--- src/rtl/alu_seq_pkg.sv ---
// Shared opcode and state definitions for the ALU op sequencer slice.
// Opcode value doubles as the bit index of the unit enable it selects.
package alu_seq_pkg;

    localparam logic [1:0] OP_AND = 2'd0;
    localparam logic [1:0] OP_OR  = 2'd1;
    localparam logic [1:0] OP_NOR = 2'd2;
    localparam logic [1:0] OP_XOR = 2'd3;

    typedef enum logic [1:0] {
        S_IDLE = 2'd0,
        S_READ = 2'd1,
        S_EXEC = 2'd2,
        S_WB   = 2'd3
    } seq_state_t;

endpackage

--- src/rtl/seq_regfile.sv ---
// Small register file: one write port, two operand read ports and a debug read port.
// All reads are combinational; the sequencer registers the operand reads itself.
module seq_regfile #(
    parameter int DATA_W = 4,
    parameter int NREG   = 4,
    parameter int REG_AW = 2
) (
    input  logic              clk,
    input  logic              rst_n,
    input  logic              we,
    input  logic [REG_AW-1:0] waddr,
    input  logic [DATA_W-1:0] wdata,
    input  logic [REG_AW-1:0] raddr1,
    input  logic [REG_AW-1:0] raddr2,
    output logic [DATA_W-1:0] rdata1,
    output logic [DATA_W-1:0] rdata2,
    input  logic [REG_AW-1:0] dbg_addr,
    output logic [DATA_W-1:0] dbg_data
);

    logic [DATA_W-1:0] regs [NREG];

    // One register per entry so a reset clears the whole file at once.
    for (genvar gi = 0; gi < NREG; gi++) begin : g_reg
        logic [DATA_W-1:0] q_reg;

        always_ff @(posedge clk or negedge rst_n) begin
            if (!rst_n) begin
                q_reg <= '0;
            end else if (we && (waddr == REG_AW'(gi))) begin
                q_reg <= wdata;
            end
        end

        assign regs[gi] = q_reg;
    end

    assign rdata1   = regs[raddr1];
    assign rdata2   = regs[raddr2];
    assign dbg_data = regs[dbg_addr];

endmodule

--- src/rtl/alu_op_sequencer.sv ---
// Four-phase controller (IDLE/READ/EXEC/WB) driving an external bank of enable-gated
// logic units and writing the OR-combined unit result back into its register file.
module alu_op_sequencer
    import alu_seq_pkg::*;
#(
    parameter int DATA_W = 4,
    parameter int NREG   = 4,
    parameter int REG_AW = 2,
    parameter int NOPS   = 4
) (
    input  logic              clk,
    input  logic              rst_n,
    input  logic              instr_valid,
    output logic              instr_ready,
    input  logic [1:0]        instr_op,
    input  logic [REG_AW-1:0] instr_rd,
    input  logic [REG_AW-1:0] instr_rs1,
    input  logic [REG_AW-1:0] instr_rs2,
    output logic [NOPS-1:0]   op_en,
    output logic [DATA_W-1:0] op_a,
    output logic [DATA_W-1:0] op_b,
    input  logic [DATA_W-1:0] op_result,
    output logic              wb_valid,
    output logic [REG_AW-1:0] wb_addr,
    output logic [DATA_W-1:0] wb_data,
    output logic              busy,
    input  logic [REG_AW-1:0] dbg_addr,
    output logic [DATA_W-1:0] dbg_data
);

    seq_state_t        state_reg;
    logic [1:0]        op_reg;
    logic [REG_AW-1:0] rd_reg;
    logic [REG_AW-1:0] rs1_reg;
    logic [REG_AW-1:0] rs2_reg;
    logic [NOPS-1:0]   op_en_reg;
    logic [DATA_W-1:0] op_a_reg;
    logic [DATA_W-1:0] op_b_reg;
    logic [DATA_W-1:0] result_reg;
    logic              wb_valid_reg;
    logic [REG_AW-1:0] wb_addr_reg;
    logic [DATA_W-1:0] rf_rdata1;
    logic [DATA_W-1:0] rf_rdata2;

    // The write lands at the end of WB, so the earliest following READ sees it.
    seq_regfile #(
        .DATA_W (DATA_W),
        .NREG   (NREG),
        .REG_AW (REG_AW)
    ) u_regfile (
        .clk      (clk),
        .rst_n    (rst_n),
        .we       (state_reg == S_WB),
        .waddr    (wb_addr_reg),
        .wdata    (result_reg),
        .raddr1   (rs1_reg),
        .raddr2   (rs2_reg),
        .rdata1   (rf_rdata1),
        .rdata2   (rf_rdata2),
        .dbg_addr (dbg_addr),
        .dbg_data (dbg_data)
    );

    always_ff @(posedge clk or negedge rst_n) begin
        if (!rst_n) begin
            state_reg    <= S_IDLE;
            op_reg       <= '0;
            rd_reg       <= '0;
            rs1_reg      <= '0;
            rs2_reg      <= '0;
            op_en_reg    <= '0;
            op_a_reg     <= '0;
            op_b_reg     <= '0;
            result_reg   <= '0;
            wb_valid_reg <= 1'b0;
            wb_addr_reg  <= '0;
        end else begin
            wb_valid_reg <= 1'b0;
            case (state_reg)
                S_IDLE: begin
                    if (instr_valid) begin
                        op_reg    <= instr_op;
                        rd_reg    <= instr_rd;
                        rs1_reg   <= instr_rs1;
                        rs2_reg   <= instr_rs2;
                        state_reg <= S_READ;
                    end
                end
                S_READ: begin
                    op_a_reg  <= rf_rdata1;
                    op_b_reg  <= rf_rdata2;
                    op_en_reg <= NOPS'(1) << op_reg;
                    state_reg <= S_EXEC;
                end
                S_EXEC: begin
                    // Result is captured and presented as the write-back in the same edge.
                    result_reg   <= op_result;
                    wb_addr_reg  <= rd_reg;
                    wb_valid_reg <= 1'b1;
                    op_en_reg    <= '0;
                    state_reg    <= S_WB;
                end
                S_WB: begin
                    state_reg <= S_IDLE;
                end
                default: begin
                    state_reg <= S_IDLE;
                end
            endcase
        end
    end

    assign instr_ready = (state_reg == S_IDLE);
    assign busy        = (state_reg != S_IDLE);
    assign op_en       = op_en_reg;
    assign op_a        = op_a_reg;
    assign op_b        = op_b_reg;
    assign wb_valid    = wb_valid_reg;
    assign wb_addr     = wb_addr_reg;
    assign wb_data     = result_reg;

endmodule

--- config.mk ---
export PLATFORM = sky130hd
export DESIGN_NAME = alu_op_sequencer
export DESIGN_NICKNAME = d
export VERILOG_FILES = /design/src/rtl/alu_seq_pkg.sv /design/src/rtl/seq_regfile.sv /design/src/rtl/alu_op_sequencer.sv
export SDC_FILE = /design/constraint.sdc
export NUM_CORES = 1
export LEC_CHECK = 0
export ABC_CLOCK_PERIOD_IN_PS = 1620
export CORE_ASPECT_RATIO = 0.9
export CORE_MARGIN = 4
export CORE_UTILIZATION = 50
export CTS_CLUSTER_SIZE = 24
export DETAILED_ROUTE_END_ITERATION = 8
export PLACE_DENSITY = 0.79
export REMOVE_ABC_BUFFERS = 1
export SLEW_MARGIN = 20
export SYNTH_ARGS = -nofsm -noshare
export SYNTH_HDL_FRONTEND = slang
export SYNTH_SLANG_ARGS = --single-unit
--- constraint.sdc ---
create_clock -name clk -period 1.62 [get_ports clk]
set_input_delay 0.243 -clock clk [delete_from_list [all_inputs] [get_ports clk]]
set_output_delay 0.243 -clock clk [all_outputs]
set_load 0.01 [all_outputs]
After elaboration in Yosys (flattened, before gate mapping)
Cells that the tools add are included.
{"block": "word_totals", "register_bits": 45, "input_bits": 17, "out_inout_bits": 25, "elab_cells": 51}
{"block": "op_classes", "magnitude_cmp": 3, "n_eq_ne": 7, "shift": 1, "mux": 13, "n_bitwise": 3, "reduce_logical": 9}
{"op": "binary-select mux 4 bit (select 2 bit)", "n": 3}
{"op": "2-to-1 mux 4 bit", "n": 6}
{"op": "greater-or-equal comparator 3 bit, second input constant", "n": 3}
{"op": "inverter 2 -> 3 bit", "n": 3}
{"op": "equality test 2 bit, second input constant", "n": 4}
{"op": "case mux 2 bit (4 select lines)", "n": 1}
{"op": "case mux 4 bit (2 select lines)", "n": 1}
{"op": "equality test 2 x 1 -> 1 bit, second input constant", "n": 2}
{"op": "logical AND 1 bit", "n": 4}
{"op": "zero test 2 bit", "n": 2}
{"op": "nonzero test 2 bit", "n": 2}
{"op": "<< shifter 1 x 2 -> 4 bit, first input constant", "n": 1}
{"op": "2-to-1 mux 2 bit", "n": 1}
{"op": "inequality test 2 bit, second input constant", "n": 1}
{"op": "AND reduction 2 bit", "n": 1}
{"op": "2-to-1 mux 1 bit", "n": 1}

Depth between registers and ports, before layout
Gate-level depths: netlist of run 1.
{"block": "depth", "depth_word": 4, "mapped_depth": 5, "mapped_depth_nobuf": 4}

Modules after synthesis
A second synthesis of run 1 with hierarchy kept.
{"block": "hier_totals", "hier_cells": 126, "hier_area_um2": 2104.5}
{"mod": "alu_op_sequencer", "n_inst": 1, "cells_per_inst": 78, "area_per_inst_um2": 1203.7, "seq_area_each_um2": 725.7}
{"mod": "seq_regfile", "n_inst": 1, "cells_per_inst": 48, "area_per_inst_um2": 900.9, "seq_area_each_um2": 400.4}

Least setup slack after synthesis of run 1
OpenSTA, ideal clock, no wires.
{"block": "synth_path", "path_type": "register -> register", "from": "register state_reg[0]", "to": "register state_reg[1]", "setup_ns": 0.125, "arrival_time_ns": 1.223, "required_ns": 1.495, "path_slack_ns": 0.272, "stages_incl_launch_ff": 5, "n_path_buf": 0, "period_less_slack_ns": 1.348, "path_cell_list": "dfrtp_1 inv_1 ha_1 nor2b_1 mux2_2"}
{"block": "synth_between", "elab_chain_len": 2, "elab_cells_between_ends": 6, "classes_between": "eq/ne (4); mux (1); reduce/logical (1)"}
{"item": "start: declaration", "line": "alu_op_sequencer.sv:31", "source": "seq_state_t state_reg;"}
{"item": "start signal: assignment", "line": "alu_op_sequencer.sv:66", "source": "state_reg <= S_IDLE;"}
{"item": "start signal: assignment", "line": "alu_op_sequencer.sv:86", "source": "state_reg <= S_READ;"}
{"item": "start signal: assignment", "line": "alu_op_sequencer.sv:93", "source": "state_reg <= S_EXEC;"}
{"item": "equality test 2 bit (tied with other cells)", "line": "alu_op_sequencer.sv:79", "source": "case (state_reg)"}
{"item": "case mux 2 bit (4 select lines) / inequality test 2 bit (equally long branches)"}
Several ways; a longest one is shown, not always the timed one.
A chain may end at the register's enable or synchronous reset.

Worst setup path in the final report of run 1
{"block": "layout_path", "from": "register u_regfile.g_reg[3].q_reg[3]", "to": "output dbg_data[3]"}
{"block": "layout_between", "elab_chain_len": 3}
{"item": "start: declaration", "line": "seq_regfile.sv:25", "source": "logic [DATA_W-1:0] q_reg;"}
{"item": "start signal: assignment", "line": "seq_regfile.sv:31", "source": "q_reg <= wdata;"}
{"item": "binary-select mux 4 bit (select 2 bit)", "line": "seq_regfile.sv:40", "source": "assign dbg_data = regs[dbg_addr];"}
{"item": "2-to-1 mux 4 bit (not written as such) (2 in series)", "line": "seq_regfile.sv:40"}
{"item": "end: declaration", "line": "alu_op_sequencer.sv:28", "source": "output logic [DATA_W-1:0] dbg_data"}
No other way between the ends. The select of a mux whose other input is x is not followed.

==> impl.org, run 1 <==
** Global routing
- Aggregate global-route resource usage :: 18.15%
- Largest net degree at the start of global routing :: 34
- Vias in the first global route :: 1553
- The initial antenna violation count is 0.
- Global-route wire length before repair :: 7603 um
- Leftover overflow at the end of global routing :: 0

** Clocking
- Clock transition at the registers of the reported paths :: 0.08 ns
- Clock buffer count from CTS :: 5
- Clock tree root driver cell :: sky130_fd_sc_hd__clkbuf_8
- Sinks on Clock Net :: 45
- Clock latency on the worst-skew pair, taken at its later pin, is 0.30 ns.
- The H-tree was split into 2 levels.
- TritonCTS built the clock tree.
- The clock passes through at most 2 buffers.

** Timing
- Number of failing hold endpoints at the final stage :: 0
- Final hold analysis gives a worst-case slack of 0.3595 ns.
- Total Negative Setup Slacks :: 0 ns
- For the pin with the worst max-slew slack, the measured transition is 0.4717 ns.
- RSZ-0062 raised after global routing :: false
- Headroom to the max-slew limit came out at 68.56%.
- The clock arrives with 0.006714 ns of skew.
- Achievable clock frequency :: 637.6 MHz
- Setup violations remaining at the end of the flow were counted as 0.
- The clock period could shrink to 1.568 ns.
- In the finished design, the share of the clock period the worst path needs comes to 96.82%.
- Max Transition Viols Final :: 0

** Routing
- DRC :: 0
- In the detailed route, the total length drawn on met3 is 232 um.
- The count of nets left with antenna violations once routing finished came out at 0.
- The first TritonRoute pass finished after 4 iterations.
- M1 WL :: 1989 um
- The final route contains 1432 vias.
- Dividing the detail-routed wire length by the instance count gives 17.05 um.
- In this run the top signal layer used is met4.
- Wire segments on met2 add up to 2144 um in the final route.
- Routed Wire Length :: 4449 um
- The detailed router finished its first iteration with 69 violations.
- In the routed layout, each cell is associated on average with a via count of 5.487.

** Place
- At the end of routability-driven placement, the weighted congestion stood at 0.7876.
- Total half-perimeter wirelength after legalization and detailed placement :: 3386 um
- Buffers placed on the I/O ports in this run total 41.
- Once placement finished, the instance area stood at 0.002681 mm2.
- The number of placed instances, taps included, is 250.

** Setup path
- The number of cells on the worst reg-to-reg path is 4.
- Cell family contributing the most delay on the critical path :: multiplexers
- The critical path goes through mux4_2, buf_2.
- Worst-path fanout max :: 2
- For this run, the slowest stage of the critical path takes 0.48 ns.
- Standard cell with the maximum stage delay on the critical path :: sky130_fd_sc_hd__mux4_2
- Critical Path AT :: 1.33 ns
- CP Data Required Time :: 1.38 ns
- The worst setup path is launched from a flip-flop.
- The endpoint identified for the worst register-to-register timing path is u_regfile.g_reg[0].q_reg[0]$_DFFE_PN0P_.
- R2R Path Start :: state_reg[1]$_DFFE_PN0P_
- R2r setup slk :: 0.09 ns
- Crit path buffers/inverters :: 1
- The worst setup path is of the reg -> out kind.
- The worst setup path is captured at a primary output.

** Pwr
- Largest vdd supply drop :: 863.7 uV
- Summed over all cells, the static leakage comes to 1.231 nW.
- Power density over the cells :: 2064 mW/mm2

** Synthesis
- Register bit count reported by yosys :: 45
- Warning count from the yosys run :: 0
- Sequential elements use 53.76% of the synthesized area.
- The synthesized design spends more area on one cell type than any other, namely sky130_fd_sc_hd__dfrtp_1.
- Counting every instance in the synthesized netlist gives 148.
- Post-synth top area share :: 53.76%
- Library cells used by synthesis :: 18
- The synthesized netlist occupies a cell area of 0.002095 mm2.
- Post-synthesis average cell area :: 14.15 um2
- After synthesis, the cell types taking the most area are sky130_fd_sc_hd__dfrtp_1 (54%), sky130_fd_sc_hd__mux2_2 (17%), sky130_fd_sc_hd__mux2i_1 (8.1%), sky130_fd_sc_hd__mux4_2 (4.3%), sky130_fd_sc_hd__ha_1 (3.6%).

** Layout
- Compared with the post-synthesis result, the final layout area differs by 33.57%.
- Layout Cell Area excl Fill :: 0.002798 mm2
- Most common library cell in the layout ignoring fill and taps :: sky130_fd_sc_hd__dfrtp_1
- The layout has 292 filler cells.
- Antenna Cells :: 0
- Finished Core Util :: 68.67%
- Area taken by multi-input logic gates :: 938.4 um2
- Commonest cells after routing, fill and taps aside :: sky130_fd_sc_hd__dfrtp_1 (43), sky130_fd_sc_hd__clkdlybuf4s50_1 (33), sky130_fd_sc_hd__mux2_2 (31), sky130_fd_sc_hd__buf_4 (19), sky130_fd_sc_hd__mux2i_1 (17)
- Flip-flop count of the largest register, all copies and words added :: 16
- Number of nets in the layout :: 236
- In the final layout, the share of cells above drive strength 1 is 34.74%.
- Footprint of the flip-flops and latches :: 0.001129 mm2
- The finished layout holds 261 standard cells, fillers aside.

** Floorplan
- After floorplanning, the core was divided into 22 placement rows.
- Pin placement for this block handled 42 I/O pins.
- Floorplan Core Area :: 0.004074 mm2
- The initial utilization of the core area, before any placement, comes to 51.41%.
- Floorplan die area :: 0.005290 mm2
- Measured along the x axis, the die boundary spans 76.23 um.
- The die is 69.40 um tall.

** Outcome
- Run status :: complete, no violations

** Worst hold path
- The min-delay analysis places its worst path in the category in -> async.

** Flow run
- Max-cap violations in this run came to 0.
layout make-up:
class / instances / share of cell area [%]
sequential: 45 / 40.34
multi-input combinational: 92 / 33.54
timing repair buffer: 62 / 19.81
clock buffer: 6 / 2.952
tap: 48 / 2.147
inverter: 7 / 0.9392
clock inverter: 1 / 0.2683
stage by stage:
step                setup slack [ns]  total power [mW]
global placement             -0.5419             4.885
detailed placement           -0.5423             5.032
floorplan                     0.2725             3.676
finish                       0.05159             5.774
global route                0.003913             6.181
CTS                          0.03310             5.750
kinds of logic (layout without fill, tap and decap cells):
group / after synthesis / in the layout / synth area share (%)
simple gates: 22 / 22 / 6.630
buf+inv: 11 / 76 / 2.150
fa+ha+maj: 6 / 6 / 3.584
compound gates: 12 / 12 / 4.779
flops: 45 / 45 / 53.76
mux: 52 / 52 / 29.09
cells in the mapped netlist, drive strengths merged:
| cell | n |
|---|---|
| buf | 3 |
| clkbuf | 1 |
| dfrtp | 45 |
| ha | 6 |
| inv | 7 |
| mux2 | 31 |
| mux2i | 17 |
| mux4 | 4 |
| nand2 | 4 |
| nand2b | 12 |
| nand3 | 1 |
| nand3b | 2 |
| nor2 | 1 |
| nor2b | 1 |
| nor3b | 1 |
| o221ai | 8 |
| o22ai | 2 |
| o32ai | 2 |
timing repair:
action,in CTS,in global routing
resized for setup,22,4
hold endpoints to repair,12,0
endpoints found under the setup margin,8,3
hold buffers,1,0
buffers inserted,3,0
pin swaps,0,0
how the worst max path moves through the flow:
| stage | end | slack (ns) | cells after the start | start |
|---|---|---|---|---|
| floorplan | state_reg[1]$_DFFE_PN0P_ | 0.27 | 4 | state_reg[0]$_DFFE_PN0P_ |
| global placement | dbg_data[3] | -0.54 | 3 | dbg_addr[0] |
| detailed placement | dbg_data[2] | -0.54 | 3 | dbg_addr[0] |
| CTS | busy | 0.03 | 4 | state_reg[1]$_DFFE_PN0P_ |
| global route | wb_data[1] | 0.004 | 1 | wb_data[1]$_DFFE_PN0N_ |
| finish | dbg_data[3] | 0.05 | 2 | u_regfile.g_reg[3].q_reg[3]$_DFFE_PN0P_ |
power by group:
| group | leakage, nW | switching [mW] | internal, mW |
|---|---|---|---|
| logic | 0.642 | 1.17 | 1.74 |
| clock network | 0.0433 | 0.373 | 0.337 |
| registers | 0.546 | 0.481 | 1.68 |
| total | 1.23 | 2.02 | 3.75 |
per-layer routing:
| metal | vias up | GRT usage (%) |
|---|---|---|
| met2 | 36 | 29.85 |
| met5 | - | 0 |
| li1 | 671 | - |
| met3 | 10 | 5.065 |
| met4 | 0 | 6.640 |
| met1 | 715 | 22.95 |
(Power assumes the default switching activity.)
==> run 2: changes to the inputs <==
--- a/config.mk
+++ b/config.mk
@@ -6,6 +6,7 @@
 export NUM_CORES = 1
 export LEC_CHECK = 0
 export ABC_CLOCK_PERIOD_IN_PS = 1620
+export CAP_MARGIN = 20
 export CORE_ASPECT_RATIO = 0.9
 export CORE_MARGIN = 4
 export CORE_UTILIZATION = 50
==> results of run 2 <==
Final layout, timing and power as in run 1 (identical DEF).
==> patch: new RTL, flow settings as in run 2 <==
Put a register stage on the output `dbg_data`, without a reset. The value now appears one clock later. The other outputs are not delayed to match.
--- a/src/rtl/alu_op_sequencer.sv
+++ b/src/rtl/alu_op_sequencer.sv
@@ -28,4 +28,6 @@
     output logic [DATA_W-1:0] dbg_data
 );
+
+    logic [DATA_W-1:0] dbg_data_d;
 
     seq_state_t        state_reg;
@@ -59,5 +61,5 @@
         .rdata2   (rf_rdata2),
         .dbg_addr (dbg_addr),
-        .dbg_data (dbg_data)
+        .dbg_data (dbg_data_d)
     );
 
@@ -120,4 +122,8 @@
     assign wb_data     = result_reg;
 
+    always_ff @(posedge clk) begin
+        dbg_data <= dbg_data_d;
+    end
+
 endmodule
 
Function: changed (Yosys sat finds a counterexample within 10 cycles, from zero or initial values and one cycle with rst_n low).
==> patch against run 2 <==
Critical path depth fell by 1. Total power rose by 3.9%. Setup slack improved by 0.0083 ns. Synthesized cell count rose by 2.7%. Routed wire length rose by 1.3%. Sequential share of layout area rose by 3.1 points. Sequential power rose by 14%. First-iteration DRC count fell by 13%. Cell area fell by 0.45%. Synthesized area rose by 3.8%. Combinational power fell by 14%. Sequential cell count rose by 4. Largest power group unchanged.
==> patch: results (changes against run 2) <==
| Metric | Value |
|---|---|
| Power per cell area | 2150 nW/um^2 (+4.3%) |
| FFs w/ async S/R, synth | 0.918 (-0.0816) |
| First-pass GRT wire length | 7.37 mm (-3.1%) |
| Worst Skew | 0.00887 ns (+0.00216 ns) |
| DR WL met2 | 2.32 mm (+8.0%) |
| Worst stage delay on the critical path | 0.57 ns (+0.09 ns) |
| Post-CTS sizing | 3 (-86%) |
| Int Pwr | 0.00395 W (+5.3%) |
| Worst skew pair latency | 0.29 ns |
| CP top delay family | buffers and inverters |
| R2R Setup Slk | 0.12 ns (+0.03 ns) |
| Top cells by area, synth | dfrtp_1, mux2_2, mux2i_1 |
| Proportion of layout cells with a drive suffix above 1 | 0.261 (-0.0861) |
| Port Buf Inserts | 41 (unchanged) |
| GR Util met1 | 0.201 (-0.0290) |
| GR Util met3 | 0.0433 (-0.00739) |
| R2r endpoint | wb_addr[1]$_DFFE_PN0N_ |
| Clk root buf | clkbuf_8 |
| Clk pin slew, worst setup/hold paths | 0.09 ns |
| Synth warn | 0 (unchanged) |
| R2r worst-path depth | 3 (-1) |
| Overall Global Routing Usage | 0.170 (-0.0117) |
| Met3 WL | 243 um (+4.7%) |
| Top layer in use | met4 |
| Largest net degree at the start of global routing | 46 (+35%) |
| Nets | 221 (-6.4%) |
| Placed cell area | 2630 um^2 (-2.0%) |
| Top Consumer | combinational cells |
| Total iterations of the first detailed-routing run | 4 (unchanged) |
| Reg2reg start | state_reg[0]$_DFFE_PN0P_ |
| Slew HR | 0.628 (-0.0577) |
| DP Cell Count | 238 (-4.8%) |
| Post-CTS setup buffers | 1 (-2) |
| FILL cells | 313 (+7.2%) |
| Met2 usage | 0.305 (+0.00635) |
| Clk power | 0.00101 W (+42%) |
| Unique cell type count in the Yosys netlist | 19 (+1) |
| Leakage | 1.19 nW (-3.1%) |
| Peak supply drop | 1.14 mV (+31%) |
| Syn avg cell area | 14.3 um^2 (+1.1%) |
| Seq power | 0.00247 W (+14%) |
| Crit Path Max Fanout | 6 (+4) |
| Post-synthesis sequential area ratio | 0.555 (+0.0170) |
| Min Hold Slack | 0.0160 ns (-0.344 ns) |
| CP max stage cell | clkdlybuf4s50_1 |
| Met1 WL | 1.89 mm (-5.0%) |
| Vias in the first global route | 1531 (-1.4%) |
| Post-Route WL | 4.51 mm (+1.3%) |
| Post-DP HPWL | 3.36 mm (-0.70%) |
| Initial DRC Count | 60 (-13%) |
| RD Place Congestion | 0.787 (about the same) |
| Outcome | finished clean |
| Finished Layout Cells | 247 (-5.4%) |
| Largest register FFs | 16 (unchanged) |
| Routed vias | 1448 (+1.1%) |
| Diode count | 0 (unchanged) |
| H-tree depth | 2 (unchanged) |
| Max clock buf depth | 2 (unchanged) |
patch: cell types whose count changed in the layout (fill, tap and decap cells not counted), sizes merged:
| cell | delta |
|---|---|
| clkdlybuf4s15 | +1 |
| dlygate4sd3 | -1 |
| clkbuf | -1 |
| bufinv | +2 |
| clkinv | +1 |
| dlygate4sd2 | -2 |
| clkdlybuf4s50 | +5 |
| buf | -22 |
| dfxtp | +4 |
| clkinvlp | -1 |
patch: logic make-up after synthesis:
group | share of synthesized area
muxes | 0.280
DFF | 0.555
and+or+nand+nor | 0.0639
AOI/OAI and AO/OA | 0.0460
buffers and inverters | 0.0207
adders and majority gates | 0.0345
patch: metrics by stage:
stage	utilization	setup slack (ns)
finish	0.675	0.0599
global route	0.675	0.00468
CTS	0.670	0.00198
detailed placement	0.637	0.0265
global placement	0.637	0.0938
floorplan	-	0.272
patch: final cells by class:
| class | instances | area [um^2] | area share |
|---|---|---|---|
| flip-flops and latches | 49 | 1210 | 0.434 |
| inverters | 7 | 26.3 | 0.00943 |
| clock inverters | 3 | 65.1 | 0.0234 |
| clock buffers | 5 | 68.8 | 0.0247 |
| repair buffers | 43 | 419 | 0.150 |
| multi-input cells | 92 | 936 | 0.336 |
| well taps | 48 | 60.1 | 0.0216 |
patch: worst max-delay path by stage:
stage	start	end	slack [ns]	depth (start not counted)
3_5_place_dp	state_reg[0]$_DFFE_PN0P_	busy	0.03	4
2_1_floorplan	state_reg[0]$_DFFE_PN0P_	state_reg[1]$_DFFE_PN0P_	0.27	4
3_3_place_gp	dbg_addr[0]	dbg_data[0]$_DFF_P_	0.09	2
6_report	wb_data[3]$_DFFE_PN0N_	wb_data[3]	0.06	1
5_1_grt	state_reg[0]$_DFFE_PN0P_	instr_ready	0.005	3
4_1_cts	wb_addr[0]$_DFFE_PN0N_	wb_addr[0]	0.002	1
